**src/rtl/lc3_pkg.sv**
```systemverilog
// Shared LC-3 decode definitions: opcodes, control encodings and the
// combinational instruction decoder used by the decode stage.
package lc3_pkg;

  localparam logic [3:0] OP_BR  = 4'b0000;
  localparam logic [3:0] OP_ADD = 4'b0001;
  localparam logic [3:0] OP_LD  = 4'b0010;
  localparam logic [3:0] OP_ST  = 4'b0011;
  localparam logic [3:0] OP_AND = 4'b0101;
  localparam logic [3:0] OP_LDR = 4'b0110;
  localparam logic [3:0] OP_STR = 4'b0111;
  localparam logic [3:0] OP_RTI = 4'b1000;
  localparam logic [3:0] OP_NOT = 4'b1001;
  localparam logic [3:0] OP_LDI = 4'b1010;
  localparam logic [3:0] OP_STI = 4'b1011;
  localparam logic [3:0] OP_JMP = 4'b1100;
  localparam logic [3:0] OP_RES = 4'b1101;
  localparam logic [3:0] OP_LEA = 4'b1110;

  typedef enum logic [1:0] {
    ALU_ADD  = 2'b00,
    ALU_AND  = 2'b01,
    ALU_NOT  = 2'b10,
    ALU_PASS = 2'b11
  } alu_e;

  typedef enum logic [1:0] {
    PC1_NONE = 2'b00,
    PC1_OFF9 = 2'b01,
    PC1_OFF6 = 2'b10,
    PC1_ZERO = 2'b11
  } pcsel1_e;

  typedef enum logic [1:0] {
    W_ALU   = 2'b00,
    W_PCREL = 2'b01,
    W_MEM   = 2'b10
  } wsel_e;

  typedef struct packed {
    logic [5:0] e_control;   // {alu, pcsel1, pcsel2, op2sel}
    logic [1:0] w_control;
    logic       mem_control;
    logic       illegal;
  } decode_t;

  function automatic decode_t lc3_decode(input logic [15:0] instr);
    decode_t d;
    alu_e    alu;
    pcsel1_e pc1;
    logic    pc2;
    logic    op2;
    d   = '0;
    alu = ALU_PASS;
    pc1 = PC1_NONE;
    pc2 = 1'b0;
    op2 = 1'b0;
    case (instr[15:12])
      OP_ADD: begin alu = ALU_ADD; op2 = !instr[5]; end
      OP_AND: begin alu = ALU_AND; op2 = !instr[5]; end
      OP_NOT: begin alu = ALU_NOT; op2 = !instr[5]; end
      OP_LD, OP_LDI: begin
        d.w_control   = W_MEM;
        pc1           = PC1_OFF9;
        pc2           = 1'b1;
        d.mem_control = (instr[15:12] == OP_LDI);
      end
      OP_LDR: begin d.w_control = W_MEM; pc1 = PC1_OFF6; end
      OP_LEA: begin d.w_control = W_PCREL; pc1 = PC1_OFF9; pc2 = 1'b1; end
      OP_ST, OP_STI: begin
        pc1           = PC1_OFF9;
        pc2           = 1'b1;
        d.mem_control = (instr[15:12] == OP_STI);
      end
      OP_STR: pc1 = PC1_OFF6;
      OP_BR:  begin pc1 = PC1_OFF9; pc2 = 1'b1; end
      OP_JMP: pc1 = PC1_ZERO;
      OP_RTI, OP_RES: d.illegal = 1'b1;
      default: ;
    endcase
    d.e_control = {alu, pc1, pc2, op2};
    return d;
  endfunction

endpackage

```
**src/rtl/lc3_instr_fifo.sv**
```systemverilog
// Instruction queue: DEPTH-entry circular buffer with explicit occupancy
// count so full and empty stay unambiguous when the pointers coincide.
module lc3_instr_fifo #(
  parameter int WIDTH = 32,
  parameter int DEPTH = 4
) (
  input  logic             clock,
  input  logic             reset,
  input  logic             flush,
  input  logic             push,
  input  logic             pop,
  input  logic [WIDTH-1:0] wdata,
  output logic [WIDTH-1:0] rdata,
  output logic             full,
  output logic             empty
);

  localparam int             PW       = $clog2(DEPTH);
  localparam logic [PW:0]    FULL_CNT = (PW + 1)'(DEPTH);

  logic [WIDTH-1:0] mem_q [DEPTH];
  logic [PW-1:0]    wr_ptr_q, wr_ptr_d, rd_ptr_q, rd_ptr_d;
  logic [PW:0]      count_q, count_d;
  logic             wr_en, rd_en;

  assign full  = (count_q == FULL_CNT);
  assign empty = (count_q == '0);
  assign rdata = mem_q[rd_ptr_q];
  assign wr_en = push && !full && !flush;
  assign rd_en = pop && !empty && !flush;

  // NOTE: every always_comb output gets a default first so no latch is inferred.
  always_comb begin
    wr_ptr_d = wr_ptr_q;
    rd_ptr_d = rd_ptr_q;
    count_d  = count_q;
    if (flush) begin
      wr_ptr_d = '0;
      rd_ptr_d = '0;
      count_d  = '0;
    end else begin
      if (wr_en) wr_ptr_d = wr_ptr_q + PW'(1);
      if (rd_en) rd_ptr_d = rd_ptr_q + PW'(1);
      count_d = count_q + (PW + 1)'(wr_en) - (PW + 1)'(rd_en);
    end
  end

  // NOTE: sequential state uses non-blocking assignments only.
  always_ff @(posedge clock) begin
    if (reset) begin
      wr_ptr_q <= '0;
      rd_ptr_q <= '0;
      count_q  <= '0;
    end else begin
      wr_ptr_q <= wr_ptr_d;
      rd_ptr_q <= rd_ptr_d;
      count_q  <= count_d;
    end
  end

  // NOTE: storage is deliberately not reset; count gates every read.
  always_ff @(posedge clock) begin
    if (wr_en && !reset) mem_q[wr_ptr_q] <= wdata;
  end

endmodule

```
**src/rtl/lc3_decode_queue.sv**
```systemverilog
// LC-3 decode stage: instruction queue feeding a registered decode bundle
// with valid/ready on both sides and a flush for branch redirects.
module lc3_decode_queue
  import lc3_pkg::*;
#(
  parameter int NPC_W  = 16,
  parameter int DEPTH  = 4,
  parameter bit EN_ILL = 1'b1
) (
  input  logic             clock,
  input  logic             reset,
  input  logic             flush,
  input  logic             in_valid,
  output logic             in_ready,
  input  logic [15:0]      instr_dout,
  input  logic [NPC_W-1:0] npc_in,
  input  logic [2:0]       psr,
  output logic             out_valid,
  input  logic             out_ready,
  output logic [15:0]      IR,
  output logic [NPC_W-1:0] npc_out,
  output logic [5:0]       E_control,
  output logic [1:0]       W_control,
  output logic             Mem_Control,
  output logic             br_taken,
  output logic             illegal
);

  localparam int WIDTH = 16 + NPC_W;

  logic             fifo_full, fifo_empty, push, pop;
  logic [WIDTH-1:0] head;
  logic [15:0]      head_ir;
  logic [NPC_W-1:0] head_npc;
  decode_t          dec;
  logic             head_br;

  logic             out_valid_q, out_valid_d;
  logic [15:0]      ir_q, ir_d;
  logic [NPC_W-1:0] npc_q, npc_d;
  decode_t          bundle_q, bundle_d;
  logic             br_q, br_d;

  assign in_ready = !fifo_full;
  assign push     = in_valid && !fifo_full && !flush;
  assign pop      = !fifo_empty && (!out_valid_q || out_ready) && !flush;
  assign head_ir  = head[WIDTH-1 -: 16];
  assign head_npc = head[NPC_W-1:0];
  assign dec      = lc3_decode(head_ir);

  lc3_instr_fifo #(.WIDTH(WIDTH), .DEPTH(DEPTH)) u_fifo (
    .clock (clock),
    .reset (reset),
    .flush (flush),
    .push  (push),
    .pop   (pop),
    .wdata ({instr_dout, npc_in}),
    .rdata (head),
    .full  (fifo_full),
    .empty (fifo_empty)
  );

  // Branch condition uses psr as it stands on the cycle the word leaves the queue.
  always_comb begin
    head_br = 1'b0;
    if (head_ir[15:12] == OP_BR)       head_br = |(head_ir[11:9] & psr);
    else if (head_ir[15:12] == OP_JMP) head_br = 1'b1;
  end

  always_comb begin
    out_valid_d = out_valid_q;
    ir_d        = ir_q;
    npc_d       = npc_q;
    bundle_d    = bundle_q;
    br_d        = br_q;
    if (pop) begin
      out_valid_d      = 1'b1;
      ir_d             = head_ir;
      npc_d            = head_npc;
      bundle_d         = dec;
      bundle_d.illegal = dec.illegal && EN_ILL;
      br_d             = head_br;
    end else if (out_ready) begin
      out_valid_d = 1'b0;
    end
    if (flush) out_valid_d = 1'b0;
  end

  always_ff @(posedge clock) begin
    if (reset) begin
      out_valid_q <= 1'b0;
      ir_q        <= '0;
      npc_q       <= '0;
      bundle_q    <= '0;
      br_q        <= 1'b0;
    end else begin
      out_valid_q <= out_valid_d;
      ir_q        <= ir_d;
      npc_q       <= npc_d;
      bundle_q    <= bundle_d;
      br_q        <= br_d;
    end
  end

  assign out_valid   = out_valid_q;
  assign IR          = ir_q;
  assign npc_out     = npc_q;
  assign E_control   = bundle_q.e_control;
  assign W_control   = bundle_q.w_control;
  assign Mem_Control = bundle_q.mem_control;
  assign illegal     = bundle_q.illegal;
  assign br_taken    = br_q;

endmodule
```
**config.mk**
```make
export PLATFORM = sky130hd
export DESIGN_NAME = lc3_decode_queue
export DESIGN_NICKNAME = d
export VERILOG_FILES = /design/src/rtl/lc3_pkg.sv /design/src/rtl/lc3_instr_fifo.sv /design/src/rtl/lc3_decode_queue.sv
export SDC_FILE = /design/constraint.sdc
export NUM_CORES = 1
export LEC_CHECK = 0
export BUFFER_PORTS_ARGS = -buffer_cell sky130_fd_sc_hd__buf_2
export CORE_ASPECT_RATIO = 0.8
export CORE_MARGIN = 3
export CORE_UTILIZATION = 60
export CTS_CLUSTER_DIAMETER = 50
export DETAILED_ROUTE_END_ITERATION = 10
export PLACE_DENSITY = 0.82
export SLEW_MARGIN = 10
export SYNTH_ARGS = -nofsm -noshare
export SYNTH_HDL_FRONTEND = slang
export SYNTH_SLANG_ARGS = --single-unit
```
**constraint.sdc**
```tcl
create_clock -name clock -period 6.4 [get_ports clock]
set_input_delay 0.96 -clock clock [delete_from_list [all_inputs] [get_ports clock]]
set_output_delay 0.96 -clock clock [all_outputs]
set_load 0.02 [all_outputs]
```
==> impl_metrics.yaml <==
grt:
  grtUsageMet3: 0.0551
  grtUsageMet1: 0.282
  gr-usage-met2: 0.387
  grt_antenna_before_repair: 1
  grt_overall_usage: 0.223
  grt_first_pass_wirelength_mm: 21.2
  first_global_vias: 4057
  grt.busiest_layer: "met2"
  largest_net_degree_at_the_start_of_global_routing: 48
  grt_overflow_total: 0
synth:
  synth_largest_type_area_fraction: 0.571
  synthCells: 436
  yosys_warnings: 0
  synthesis.nets: 483
  asyncSetResetFlopFracSynth: 0
  edff_count_synth: 128
  synthTopCellsByArea: "sky130_fd_sc_hd__edfxtp_1, sky130_fd_sc_hd__dfxtp_1, sky130_fd_sc_hd__mux4_2"
  synth.largest_area_cell: "sky130_fd_sc_hd__edfxtp_1"
  synthDistinctLibCells: 37
  ff_latch_count_synth: 181
  mean_instance_size_in_the_synthesized_netlist_um2: 15.4
  ys.flop_type: "sky130_fd_sc_hd__edfxtp_1"
  post_synthesis_cell_area_um2: 6730
  synth.yosys.seq_area_share: 0.729
outcome:
  run_status: "complete, no violations"
critical_path:
  worst_setup_path_start_kind: "input pin"
  critPathRequiredTime_ps: 6710
  cp.arrival_ps: 3830
  cp-end-kind: "flip-flop"
  crit_type: "in -> reg"
  largest_fanout_on_the_critical_path: 47
floorplanning:
  die_h_um: 101
  ios: 85
  die_x_um: 124
  start_util: 0.636
  design.die.area_um2: 12500
  total_core_area_um2: 10600
  row_count: 33
finish:
  layout_cell_share_with_drive_strength_beyond_1: 0.299
  highest_count_cells_in_the_layout_ignoring_fill_and_taps: "sky130_fd_sc_hd__edfxtp_1, sky130_fd_sc_hd__buf_2, sky130_fd_sc_hd__nand2_1, sky130_fd_sc_hd__dfxtp_1, sky130_fd_sc_hd__a21oi_1"
  final_std_cell_area_no_fill_um2: 7880
  syn_to_final_growth_pct: 17.1
  numnets_final: 565
  mostFrequentLayoutCell: "sky130_fd_sc_hd__edfxtp_1"
  n_antenna_cell: 0
placement:
  place_area_um2: 7250
  gp_congestion: 0.742
  place.port_buffers: 84
  place_hpwl_mm: 7.91
pwr:
  pwr_cell_area_nw_per_um2: 326
  power.static_leakage_nw: 2.75
  vdd_drop_max_v: 0.000216
  design_power_total_w: 0.00257
cts:
  clkSlewWorstSetupHoldPaths_ps: 60
  cts-root-to-sink-buffers: 2
  tritoncts: "done"
  post-cts-setup-buffers: 0
  cts.hold.buffers_added: 0
  clock_latency_ps: 420
  post_cts_resize_count: 0
  numClockSinks: 181
  clock-root-buffer: "sky130_fd_sc_hd__clkbuf_16"
  cts_buffers: 17
  cts-htree-levels: 4
sta:
  fin_tns_setup_ps: 0
  setup_viol_count_final: 0
  final.min_clock_period_ps: 3520
  timing.clock.skew_ps: 5.90
  rsz0062_at_grt: "false"
  max-slew-margin-rel: 0.355
  max_freq_mhz: 284
  tightestPinTransition_ps: 967
  period_share: 0.549
  finalMaxSlewViolations: 0
  timing_hold_violations_final: 0
detailed_routing:
  route.antenna.remaining_nets: 0
  drt_pre_antenna_iters: 5
  vias_per_cell: 5.79
  drt_first_iter_violations: 323
  drt-wirelength-per-cell_um: 19.7
  detailroute.via_count: 3885
  drt-total-wl_mm: 13.2
  route.detailed.drc: 0
flow_run:
  maxCapViolCount: 0
worst_hold_path:
  hold_class: "reg -> reg"
[sequential cells by signal, summed over array words and instances (netlist names), named ones only]
register	cells
E_control	6
IR	16
Mem_Control	1
W_control	2
br_taken	1
illegal	1
npc_out	16
out_valid	1
u_fifo.count_q	3
u_fifo.mem_q	128
u_fifo.rd_ptr_q	2
u_fifo.wr_ptr_q	2
[area by class of cell]
type                    count  area, um^2
clock buffers              18         429
flip-flops and latches    181        4910
well taps                 140         175
multi-input cells         222        1690
repair buffers             86         435
fillers                   654        2690
clock inverters            14         201
inverters                  10        37.5
[worst max-delay path, cell delays in order]
cell and delay [ps]:
sky130_fd_sc_hd__buf_2 120, sky130_fd_sc_hd__or3_2 460, sky130_fd_sc_hd__buf_4 300, sky130_fd_sc_hd__inv_2 660, sky130_fd_sc_hd__ha_1 260, sky130_fd_sc_hd__inv_1 50, sky130_fd_sc_hd__ha_1 200, sky130_fd_sc_hd__fa_1 380
sky130_fd_sc_hd__xnor2_1 190, sky130_fd_sc_hd__xnor2_1 150, sky130_fd_sc_hd__nor2_1 50
[per-layer routing]
layer  share of wire  vias to the layer above
met5         0.00098                        -
met4           0.015                        2
met3           0.062                       23
met2            0.51                      147
met1            0.41                     1937
li1                -                     1776
[final timing paths]
path / startpoint / endpoint / slack [ps] / depth (start not counted)
max: flush / u_fifo.count_q[2] / 2880 / 11
min: npc_out[13] / npc_out[13] / 450 / 2
max reg2reg: u_fifo.count_q[1] / u_fifo.count_q[2] / 3070 / 11
min reg2reg: npc_out[13] / npc_out[13] / 450 / 2
[synth_stat cells (3+ instances only)]
cell type / number
sky130_fd_sc_hd__a21oi_1: 43
sky130_fd_sc_hd__and2_1: 4
sky130_fd_sc_hd__buf_2: 3
sky130_fd_sc_hd__clkbuf_1: 17
sky130_fd_sc_hd__dfxtp_1: 53
sky130_fd_sc_hd__edfxtp_1: 128
sky130_fd_sc_hd__ha_1: 6
sky130_fd_sc_hd__inv_1: 9
sky130_fd_sc_hd__mux2i_1: 4
sky130_fd_sc_hd__mux4_2: 30
sky130_fd_sc_hd__nand2_1: 76
sky130_fd_sc_hd__nand2b_1: 5
sky130_fd_sc_hd__nand3_1: 4
sky130_fd_sc_hd__nor2_1: 15
sky130_fd_sc_hd__nor2b_1: 3
sky130_fd_sc_hd__nor3_1: 5
sky130_fd_sc_hd__o21ai_0: 3
sky130_fd_sc_hd__xnor2_1: 4
[cells by family after synthesis]
group / after synthesis / synth area share
adders and majority gates: 7 / 0.0141
xor gates and xnor gates: 4 / 0.00521
and+or+nand+nor: 123 / 0.0818
muxes: 34 / 0.106
AOI/OAI and AO/OA: 54 / 0.0433
buffers and inverters: 33 / 0.0201
DFF: 181 / 0.729
[power breakdown]
part / total, W / switching, W / leakage (nW) / internal, W
registers: 0.00130 / 0.0000183 / 1.59 / 0.00128
logic: 0.000170 / 0.000109 / 0.855 / 0.0000615
clock network: 0.00109 / 0.000435 / 0.307 / 0.000659
total: 0.00257 / 0.000563 / 2.75 / 0.00200
[through the flow]
step / cells / setup slack, ps / util / hold slack [ps]
after floorplan: 436 / 3240 / - / 454
after global placement: 639 / 2630 / 0.686 / 437
after detailed placement: 639 / 2490 / 0.686 / 443
after CTS: 671 / 2930 / 0.746 / 452
after global routing: 671 / 2720 / 0.746 / 471
final: 671 / 2880 / 0.746 / 452
No activity file was read; power rests on OpenSTA's default activity.
